## src/rtl/seg7_pkg.sv

```systemverilog
// seg7_pkg: glyph code type, named glyph codes and sequencer state shared by the
// code sequencer and the glyph decoder.
package seg7_pkg;
    localparam int GLYPH_CODE_W = 6;
    typedef logic [GLYPH_CODE_W-1:0] code_t;
    localparam code_t CODE_HEX_LAST   = 6'd15;
    localparam code_t CODE_GLYPH_LAST = 6'd41;
    localparam code_t CODE_A          = 6'd16;
    localparam code_t CODE_P          = 6'd33;
    localparam code_t CODE_DEG        = 6'd41;
    typedef enum logic {PAUSE, RUN} seq_state_t;
endpackage

```

## src/rtl/seg7_code_sequencer_button_sync_edge.sv

```systemverilog
// button_sync_edge: two-flop synchroniser for a raw push-button plus a
// one-cycle pulse on its synchronised rising edge.
module button_sync_edge (
    input  logic clk,
    input  logic rst_n,
    input  logic btn,
    output logic pulse
);
    logic [2:0] sh;
    always_ff @(posedge clk or negedge rst_n)
        if (!rst_n) sh <= '0;
        else        sh <= {sh[1:0], btn};
    assign pulse = sh[1] & ~sh[2];
endmodule

```

## src/rtl/seg7_code_sequencer.sv

```systemverilog
// seg7_code_sequencer: steps the glyph code through [CODE_LO, CODE_HI], either
// automatically at a divided rate or one code per button press.
module seg7_code_sequencer
    import seg7_pkg::*;
#(
    parameter int CODE_W  = GLYPH_CODE_W,
    parameter int CODE_LO = 0,
    parameter int CODE_HI = 41,
    parameter int DIV     = 2
) (
    input  logic              clk_2,
    input  logic              rst_n,
    input  logic              run_i,
    input  logic              step_i,
    input  logic              dir_i,
    input  logic              load_i,
    input  logic [CODE_W-1:0] load_code_i,
    output logic [CODE_W-1:0] code_o,
    output logic              adv_o,
    output logic              wrap_o
);
    localparam int CNT_W = DIV > 1 ? $clog2(DIV) : 1;
    localparam logic [CODE_W-1:0] LO   = CODE_W'(CODE_LO);
    localparam logic [CODE_W-1:0] HI   = CODE_W'(CODE_HI);
    localparam logic [CNT_W-1:0]  LAST = CNT_W'(DIV - 1);

    seq_state_t state, state_n;
    logic [CNT_W-1:0] cnt, cnt_n;
    logic [CODE_W-1:0] code_n;
    logic step_pulse, tick, adv_req, in_rng, adv_n, wrap_n;

    button_sync_edge u_step (
        .clk   (clk_2),
        .rst_n (rst_n),
        .btn   (step_i),
        .pulse (step_pulse)
    );

    always_comb begin
        state_n = run_i ? RUN : PAUSE;
        tick    = state == RUN && cnt == LAST;
        adv_req = state == RUN ? tick : step_pulse;
        // offset compare keeps the range check free of constant-zero bounds
        in_rng  = CODE_W'(load_code_i - LO) <= CODE_W'(HI - LO);
        cnt_n   = (load_i || state != state_n || state == PAUSE || tick) ? '0 : cnt + CNT_W'(1);
        adv_n   = adv_req && !load_i;
        wrap_n  = adv_n && (dir_i ? code_o == LO : code_o == HI);
        code_n  = load_i   ? (in_rng ? load_code_i : LO)
                : !adv_req ? code_o
                : dir_i    ? (code_o == LO ? HI : code_o - CODE_W'(1))
                :            (code_o == HI ? LO : code_o + CODE_W'(1));
    end

    always_ff @(posedge clk_2 or negedge rst_n)
        if (!rst_n) begin
            state  <= PAUSE;
            cnt    <= '0;
            code_o <= LO;
            adv_o  <= 1'b0;
            wrap_o <= 1'b0;
        end else begin
            state  <= state_n;
            cnt    <= cnt_n;
            code_o <= code_n;
            adv_o  <= adv_n;
            wrap_o <= wrap_n;
        end
endmodule

```

## config.mk

```make
export PLATFORM = sky130hd
export DESIGN_NAME = seg7_code_sequencer
export DESIGN_NICKNAME = d
export VERILOG_FILES = /design/src/rtl/seg7_pkg.sv /design/src/rtl/seg7_code_sequencer_button_sync_edge.sv /design/src/rtl/seg7_code_sequencer.sv
export SDC_FILE = /design/constraint.sdc
export NUM_CORES = 1
export LEC_CHECK = 0
export ABC_AREA = 1
export CAP_MARGIN = 10
export CORE_AREA = 3 3 50 61
export DETAILED_ROUTE_END_ITERATION = 6
export DIE_AREA = 0 0 53 64
export GPL_TIMING_DRIVEN = 0
export PLACE_DENSITY_LB_ADDON = 0.15
export SKIP_LAST_GASP = 1
export SYNTH_ARGS = -nofsm -noshare
export SYNTH_HDL_FRONTEND = slang
export SYNTH_SLANG_ARGS = --single-unit
```

## constraint.sdc

```tcl
create_clock -name clk_2 -period 2.35 [get_ports clk_2]
set_input_delay 0.3525 -clock clk_2 [delete_from_list [all_inputs] [get_ports clk_2]]
set_output_delay 0.3525 -clock clk_2 [all_outputs]
set_load 0.005 [all_outputs]
```

Word level (Yosys, flattened, before mapping)
Cells that the tools add are included.
{"block": "word_totals", "ff_bits": 13}
{"block": "op_classes", "eq_ne": 2, "add_sub_neg": 3, "mux": 10, "n_bitwise": 3, "order_cmp": 1, "n_reduce_logical": 9}
{"op": "2-to-1 mux 6 bit", "n": 6}
{"op": "adder 6 x 1 -> 6 bit (second input constant)", "n": 1}
{"op": "equality test 6 bit (second input constant)", "n": 1}
{"op": "<= comparator 6 bit (second input constant)", "n": 1}
{"op": "zero test 6 bit", "n": 1}
{"op": "subtractor 6 x 1 -> 6 bit (second input constant)", "n": 1}
{"op": "2-to-1 mux 1 bit", "n": 4}
{"op": "logical AND 1 bit", "n": 3}
{"op": "logical OR 1 bit", "n": 3}
{"op": "NOT 1 bit", "n": 2}
{"op": "nonzero test 2 bit", "n": 1}
{"op": "adder 1 bit (second input constant)", "n": 1}
{"op": "AND 1 bit", "n": 1}
{"op": "zero test 1 bit", "n": 1}
{"op": "inequality test 1 bit", "n": 1}

Depth between registers and ports, before layout
Gate-level depths: netlist of run 1.
{"block": "logic_depth", "depth_word": 6, "ltp_mapped": 9, "ltp_nobuf": 9}

Modules after synthesis
From an unflattened synthesis of run 1, not the netlist that was laid out.
{"block": "hier_totals", "cells_unflattened": 106, "hier_area_um2": 852.1}
{"mod": "seg7_code_sequencer", "instances": 1, "seq_area_each_um2": 250.2, "area_each_um2": 767.0, "cells_each": 101}
{"mod": "button_sync_edge", "instances": 1, "seq_area_each_um2": 75.1, "area_each_um2": 85.1, "cells_each": 5}

Least setup slack after synthesis of run 1
OpenSTA, ideal clock, no wires.
{"block": "synth_timing", "path_type": "register to register", "startpoint": "register code_o[1]", "endpoint": "register code_o[5]", "n_path_buf": 0, "period_less_slack_ns": 1.361, "t_arrival_ns": 1.244, "path_stages_with_launch": 10, "required_time_ns": 2.234, "setup_time_ns": 0.116, "path_slack_ns": 0.989, "cell_sequence": "dfrtp_1 > inv_1 > ha_1 > nand3_2 > o21ai_4 > inv_2 > nand3_1 > nand2_1 > nand2_1 > nand2_1"}
{"block": "synth_between", "elab_chain_len": 5, "word_cells_on_any_way": 9}
{"item": "start, declared", "line": "seg7_code_sequencer.sv:18", "rtl": "output logic [CODE_W-1:0] code_o,"}
{"item": "start signal, assigned", "line": "seg7_code_sequencer.sv:64", "rtl": "code_o <= code_n;"}
{"item": "adder 6 x 1 -> 6 bit, or another cell as far along", "line": "seg7_code_sequencer.sv:51", "rtl": ": (code_o == HI ? LO : code_o + CODE_W'(1));"}
{"item": "2-to-1 mux 6 bit (on tied branches)", "line": "seg7_code_sequencer.sv:51, seg7_code_sequencer.sv:50"}
{"item": "2-to-1 mux 6 bit *", "line": "seg7_code_sequencer.sv:50", "rtl": ": dir_i ? (code_o == LO ? HI : code_o - CODE_W'(1))"}
{"item": "2-to-1 mux 6 bit *", "line": "seg7_code_sequencer.sv:49", "rtl": ": !adv_req ? code_o"}
{"item": "2-to-1 mux 6 bit *", "line": "seg7_code_sequencer.sv:48", "rtl": "code_n = load_i ? (in_rng ? load_code_i : LO)"}
Mark *: on every way between the ends. The rest lies on a longest branch, timed or not. The select of a mux whose other input is x is not followed.
A chain may end at the register's enable or synchronous reset.

Final worst setup path of run 1
{"block": "layout_timing", "startpoint": "register code_o[1]", "endpoint": "output port code_o[1]"}
No word-level cell between the ends.

==> impl_results.md, run 1 <==
- Status: finished, final reports clean
- Syn avg cell area: 8.12 sq um
- Max VDD drop: 285 uV
- R2r worst-path depth: 9
- Clock latency on the worst-skew pair: 0.28 ns
- WL final: 1980 microns
- Tcrit/Tclk final: 74.0%
- Crit path launch type: flop
- F_max: 575 MHz
- Top cells by area, synth: dfrtp_1 33%, nand2_1 12%, nand3_1 7.0%, ha_1 5.0%, nand2_4 4.5%
- I/O Pins: 20
- Hold path depth: 2
- HP Class: primary input to flop
- CP max-delay cell: clkdlybuf4s50_1
- Area of the core: 0.00253 sq mm
- Count of final max-slew check failures: 0
- Ys flop type: dfrtp_1
- Actual slew at the worst max-slew pin: 0.579 ns
- Mapped Nets: 139
- Hold_buf cts: 0
- Kind of critical path: flop to output pin
- Fin. Hold Viols: 0
- Sum of buffers and inverters on the critical path: 1
- Area leader, netlist: dfrtp_1
- P_leak: 0.585 nW
- Worst-case clock buffer depth: 2
- Largest net degree at the start of global routing: 14
- Critical Path End Type: output pin
- CP top delay family: buffers and inverters
- Post-route ant nets: 0
- Die Area: 0.00339 sq mm
- WHS: 0.310 ns
- Initial drt markers: 12
- Detailed placement HPWL: 1650 microns
- Initial DRT Pass Iterations: 4
- H-Tree Depth: 1
- Count of different cell masters after synthesis: 30
- GRT Resource Usage Total: 13.4%
- DRC viols: 0
- Tmin final: 1.74 ns
- Port Buffers: 18
- Setup-failing EPs final: 0
- Clock root cell: clkbuf_4
- Worst Skew: 0.00216 ns
- Final net count: 162
- Crit-path max cell delay: 0.57 ns
- Initial antenna violation count: 0
- Post-synth ARST share: 100%
- EDFF count, synth: 0
- Via count: 844
- Remaining global-route overflow: 0
- Site Rows: 20
- Vias in the first global route: 845
- ANT cells: 0
- Seq/Total Area, Yosys: 32.6%
- YS warnings: 0
- Req. time, crit path: 2.00 ns
- Setup Buffers After CTS: 0
- Cts repair resizes: 0
- Width of the die: 53 microns
- Via/cell ratio: 4.74
- Share of the synthesized area in the top cell type: 32.6%
- Synthesized area: 998 sq um
- Synth-to-Final Area Change: 24.9%
- Gate Count Post-Synth: 123
- Fraction of layout cells with a size suffix above 1: 22.1%
- Final cell count without fillers: 178
- WP data arrival: 1.39 ns
- First-pass GRT wire length: 3450 microns
- CTS Sinks: 13
- RSZ-0062 raised after global routing: false
- Final Util: 49.4%
- Total Power: 0.000732 W
- Levels on crit path: 1
- Gpl congestion: 0.820
- Die span in y: 64 microns
- Fin Setup TNS: 0 ns
- Critical path fanouts, max: 6
- #FFs+latches synth: 13
- PD cells: 587 mW/mm^2
- Slew headroom: 61.3%
- CTS tree: yes
- Initial Utilization: 39.5%
- TritonCTS Buffers: 3
- Max cap viols: 0
- Clk slew on worst S/H paths: 0.08 ns
- Worst path cell trace: clkdlybuf4s50_1
- Placed Cells: 174
- Wire length per cell: 11.1 microns
[registers in the layout (all words and copies together) (netlist names)]
name and flops:
adv_o 1, u_step.sh 3, code_o 6, cnt 1, wrap_o 1, state 1
[synthesized netlist by cell type (3+ instances only)]
cell and number:
dfrtp_1 13, ha_1 4, nand2_1 33, buf_6 3
inv_2 5, nand3_1 14, o21ai_1 3, inv_1 11
nand2_4 4, nor2_4 3, nor2_1 6
[power by group]
group | internal (W) | leakage [nW] | total (W) | switching [W]
logic | 0.000147 | 0.405 | 0.000319 | 0.000172
registers | 0.000245 | 0.162 | 0.000275 | 0.0000295
clock network | 0.0000631 | 0.0177 | 0.000138 | 0.0000746
total | 0.000456 | 0.585 | 0.000732 | 0.000276
[area by class of cell]
cell class              instances  area (sq um)
repair buffers                 18           180
flip-flops and latches         13           325
well taps                      33          41.3
plain buffers                   4          41.3
clock buffers                   3          22.5
inverters                      18          70.1
fillers                       250          1280
multi-input cells              88           562
clock inverters                 1          5.00
[path summary, 6_finish.rpt]
check	endpoint	slack [ns]	start
max	code_o[1]	0.61	code_o[1]
min reg2reg	u_step.sh[1]	0.36	u_step.sh[0]
min	wrap_o	0.31	load_i
max reg2reg	code_o[4]	0.78	code_o[0]
max in group asynchronous	adv_o	1.53	rst_n
min in group asynchronous	code_o[4]	0.44	rst_n
[routing by layer]
metal	share of wire, %	vias to the layer above	track usage (%)
met5	0	-	0
met4	1.6	0	6.71
met3	4.8	4	1.40
met2	50	21	22.4
met1	43	383	16.6
li1	-	436	-
[cells by family after synthesis]
group	Yosys count	share of synthesized area [%]
and+or+nand+nor	71	41.4
DFF	13	32.6
xor gates and xnor gates	2	1.75
adders and majority gates	4	5.01
buffers and inverters	22	11.2
AOI/OAI and AO/OA	11	8.15
[metrics by stage]
stage	area, sq um	worst slack (ns)
4_1_cts	1250	0.603
5_1_grt	1250	0.564
2_1_floorplan	998	0.989
3_3_place_gp	1220	0.766
3_5_place_dp	1220	0.771
6_report	1250	0.610
[placed cells by master, fill, tap and decap left out, drive strengths merged]
master,Yosys,final
nand3b,1,1
clkbuf,0,3
nor4,1,1
buf,4,4
inv,17,17
or2,1,1
a21oi,1,1
o21ai,8,8
ha,4,4
nand4,2,2
o22ai,1,1
dfrtp,13,13
nand2,37,37
clkdlybuf4s50,0,18
o211ai,1,1
clkinv,1,2
nor2,11,11
xnor2,2,2
nor3,1,1
nand3,17,17
Note: power is estimated with default switching activity, not from simulation.
==> inputs of run 2 (changes only) <==
- clock period: 2.35 -> 1.8 ns (I/O delays scaled with it)
==> results of run 2 <==
Same layout as run 1 (identical final DEF). Status: finished, final reports clean.
Main changes from that run: setup slack after placement 0.771 ns -> 0.269 ns; setup slack after layout 0.610 ns -> 0.143 ns; hold slack 0.310 ns -> 0.227 ns; register-to-register setup slack 0.78 ns -> 0.23 ns; total power 0.000732 W -> 0.000956 W; worst IR drop on VDD 285 uV -> 372 uV
==> inputs of run 3 (changes only) <==
- ABC_AREA: 1 -> unset
- CORE_AREA: 3 3 50 61 -> 3 3 48 58
- CTS_BUF_LIST: unset -> sky130_fd_sc_hd__clkbuf_2
- DIE_AREA: 0 0 53 64 -> 0 0 51 61
- RECOVER_POWER: unset -> 50
==> impl_results.md, run 3 <==
- Setup-failing EPs final: 0
- Synth top cells by count: 13 x dfrtp_1, 6 x a21oi_1, 5 x inv_1, 5 x nand2_1, 4 x ha_1
- Fin. Hold Viols: 0
- First-pass GRT wire length: 3450 microns
- ANT cells: 0
- Hold_buf cts: 0
- Slew headroom: 61.0%
- PD cells: 733 mW/mm^2
- Critical path fanouts, max: 7
- Gpl congestion: 0.815
- Via count: 835
- Status: finished, final reports clean
- Largest net degree at the start of global routing: 14
- DP Area: 0.00110 sq mm
- Synth-to-Final Area Change: 31.0%
- Max cap viols: 0
- Fraction of layout cells with a size suffix above 1: 20.5%
- Largest registers: code_o x6, u_step.sh x3
- Critical Path End Type: flop
- GRT Resource Usage Total: 14.9%
- Initial antenna violation count: 0
- EDFF count, synth: 0
- Design Area, Final: 0.00116 sq mm
- DRC viols: 0
- Site Rows: 19
- #FFs+latches synth: 13
- Die span in y: 61 microns
- Most frequent cells in the layout: 14 x clkdlybuf4s50_1, 11 x dfrtp_1, 6 x a21oi_1
- Actual slew at the worst max-slew pin: 0.583 ns
- Syn avg cell area: 9.55 sq um
- Share of the synthesized area in the top cell type: 36.6%
- Port Buffers: 17
- CTS Sinks: 13
- Count of final max-slew check failures: 0
- Count of different cell masters after synthesis: 45
- Initial DRT Pass Iterations: 4
- Synthesized area: 888 sq um
- WL final: 2170 microns
- Vias in the first global route: 787
- YS warnings: 0
- F_max: 593 MHz
- Via/cell ratio: 5.64
- Width of the die: 51 microns
- Top-count cell post-synth: dfrtp_1
- Fillcell total: 230
- TritonCTS Buffers: 3
- CTS tree: yes
- WP data arrival: 1.88 ns
- Post-synth ARST share: 100%
- Crit path launch type: flop
- RSZ-0062 raised after global routing: false
- Area leader, netlist: dfrtp_1
- Wire length per cell: 14.7 microns
- Gate Count Post-Synth: 93
- P_leak: 0.490 nW
- Post-route ant nets: 0
- Largest reg by FF count: code_o
- Max FFs per register: 6
- H-Tree Depth: 1
- Area of the core: 0.00231 sq mm
- Initial drt markers: 19
- Die Area: 0.00311 sq mm
- Clock root cell: clkbuf_2
- Kind of critical path: flop to flop
- Top cells by area, synth: dfrtp_1 37%, ha_1 5.6%, a21oi_1 3.4%, a22oi_1 2.5%, inv_1 2.1%
- Initial Utilization: 38.5%
- HP Class: primary input to flop
- Commonest non-fill, non-tap cell in the layout: clkdlybuf4s50_1
- Worst-case clock buffer depth: 2
- Worst Skew: 0.0101 ns
- WHS: 0.282 ns
- Final Util: 50.5%
- Seq/Total Area, Yosys: 36.6%
- Final net count: 134
- Max VDD drop: 386 uV
- Mapped Nets: 109
- Ys flop type: dfrtp_1
- Tcrit/Tclk final: 93.6%
- Clk slew on worst S/H paths: 0.14 ns
- Req. time, crit path: 1.99 ns
- Tmin final: 1.69 ns
- Remaining global-route overflow: 0
- Clock latency on the worst-skew pair: 0.30 ns
- I/O Pins: 20
- Detailed placement HPWL: 1630 microns
==> run 3: cell types whose count changed in the layout (fill, tap and decap cells not counted), sizes merged, moves of 3 or more <==
cell	before	now
a2111oi	0	3
a21oi	1	6
a22oi	0	3
and3	0	3
buf	4	8
clkdlybuf4s50	18	14
dlygate4sd3	0	3
inv	17	6
nand2	37	5
nand3	17	3
nor2	11	3
o21ai	8	4
==> run 3: per-layer routing <==
metal	track usage (%)	vias to the layer above	part of all wire [%]
li1	-	399	-
met1	17.6	410	43
met2	25.4	19	51
met3	1.72	7	3.6
met4	10.0	0	2.8
met5	0	-	0
==> run 3: cells by family (layout without fill, tap and decap cells) <==
family,Yosys count,in the layout,synth area share (%)
AOI/OAI and AO/OA,33,33,26.8
and+or+nand+nor,26,26,19.6
DFF,13,13,36.6
buffers and inverters,13,37,7.32
adders and majority gates,4,4,5.63
xor gates and xnor gates,3,3,2.96
muxes,1,1,1.13
==> run 3: path summary, 6_finish.rpt <==
check | startpoint | endpoint | slack (ns) | depth (start not counted)
max | code_o[4] | code_o[0] | 0.11 | 5
min | load_i | cnt | 0.28 | 2
max reg2reg | code_o[4] | code_o[0] | 0.11 | 5
min reg2reg | u_step.sh[0] | u_step.sh[1] | 0.38 | 0
max in group asynchronous | rst_n | code_o[0] | 0.99 | 1
min in group asynchronous | rst_n | adv_o | 0.39 | 1
==> run 3: per-stage QoR <==
stage          total power, W  std cells  setup WS, ns  TNS (ns)
2_1_floorplan        0.000548         93         0.107         0
3_3_place_gp         0.000656        141       -0.0757    -0.115
3_5_place_dp         0.000659        141        -0.111    -0.181
4_1_cts              0.000825        145       -0.0212   -0.0212
5_1_grt              0.000902        148       0.00744         0
6_report             0.000853        148         0.114         0
==> run 3: what timing repair did <==
action                                  CTS  global route
buffers inserted                          0             3
resized for setup                         3             3
endpoints found under the setup margin    2             2
pin swaps                                 1             1
==> run 3: cell type report <==
class	instances	area [sq um]	share of cell area [%]
multi-input cells	67	519	44.6
plain buffers	6	37.5	3.23
well taps	31	38.8	3.33
inverters	7	27.5	2.37
flip-flops and latches	13	328	28.2
repair buffers	20	193	16.6
clock buffers	4	20.0	1.72
==> run 3: critical path, cell delays in order, from the launching register on <==
cell and delay [ns]:
dfrtp_1 0.40, buf_2 0.18, nor3_4 0.32, nand3_1 0.21, a21o_1 0.20, a221oi_1 0.26
==> run 3: report_power, final <==
group | internal [W] | switching (W) | leakage, nW
registers | 0.000318 | 0.0000238 | 0.162
clock network | 0.0000589 | 0.000107 | 0.0166
logic | 0.000174 | 0.000170 | 0.312
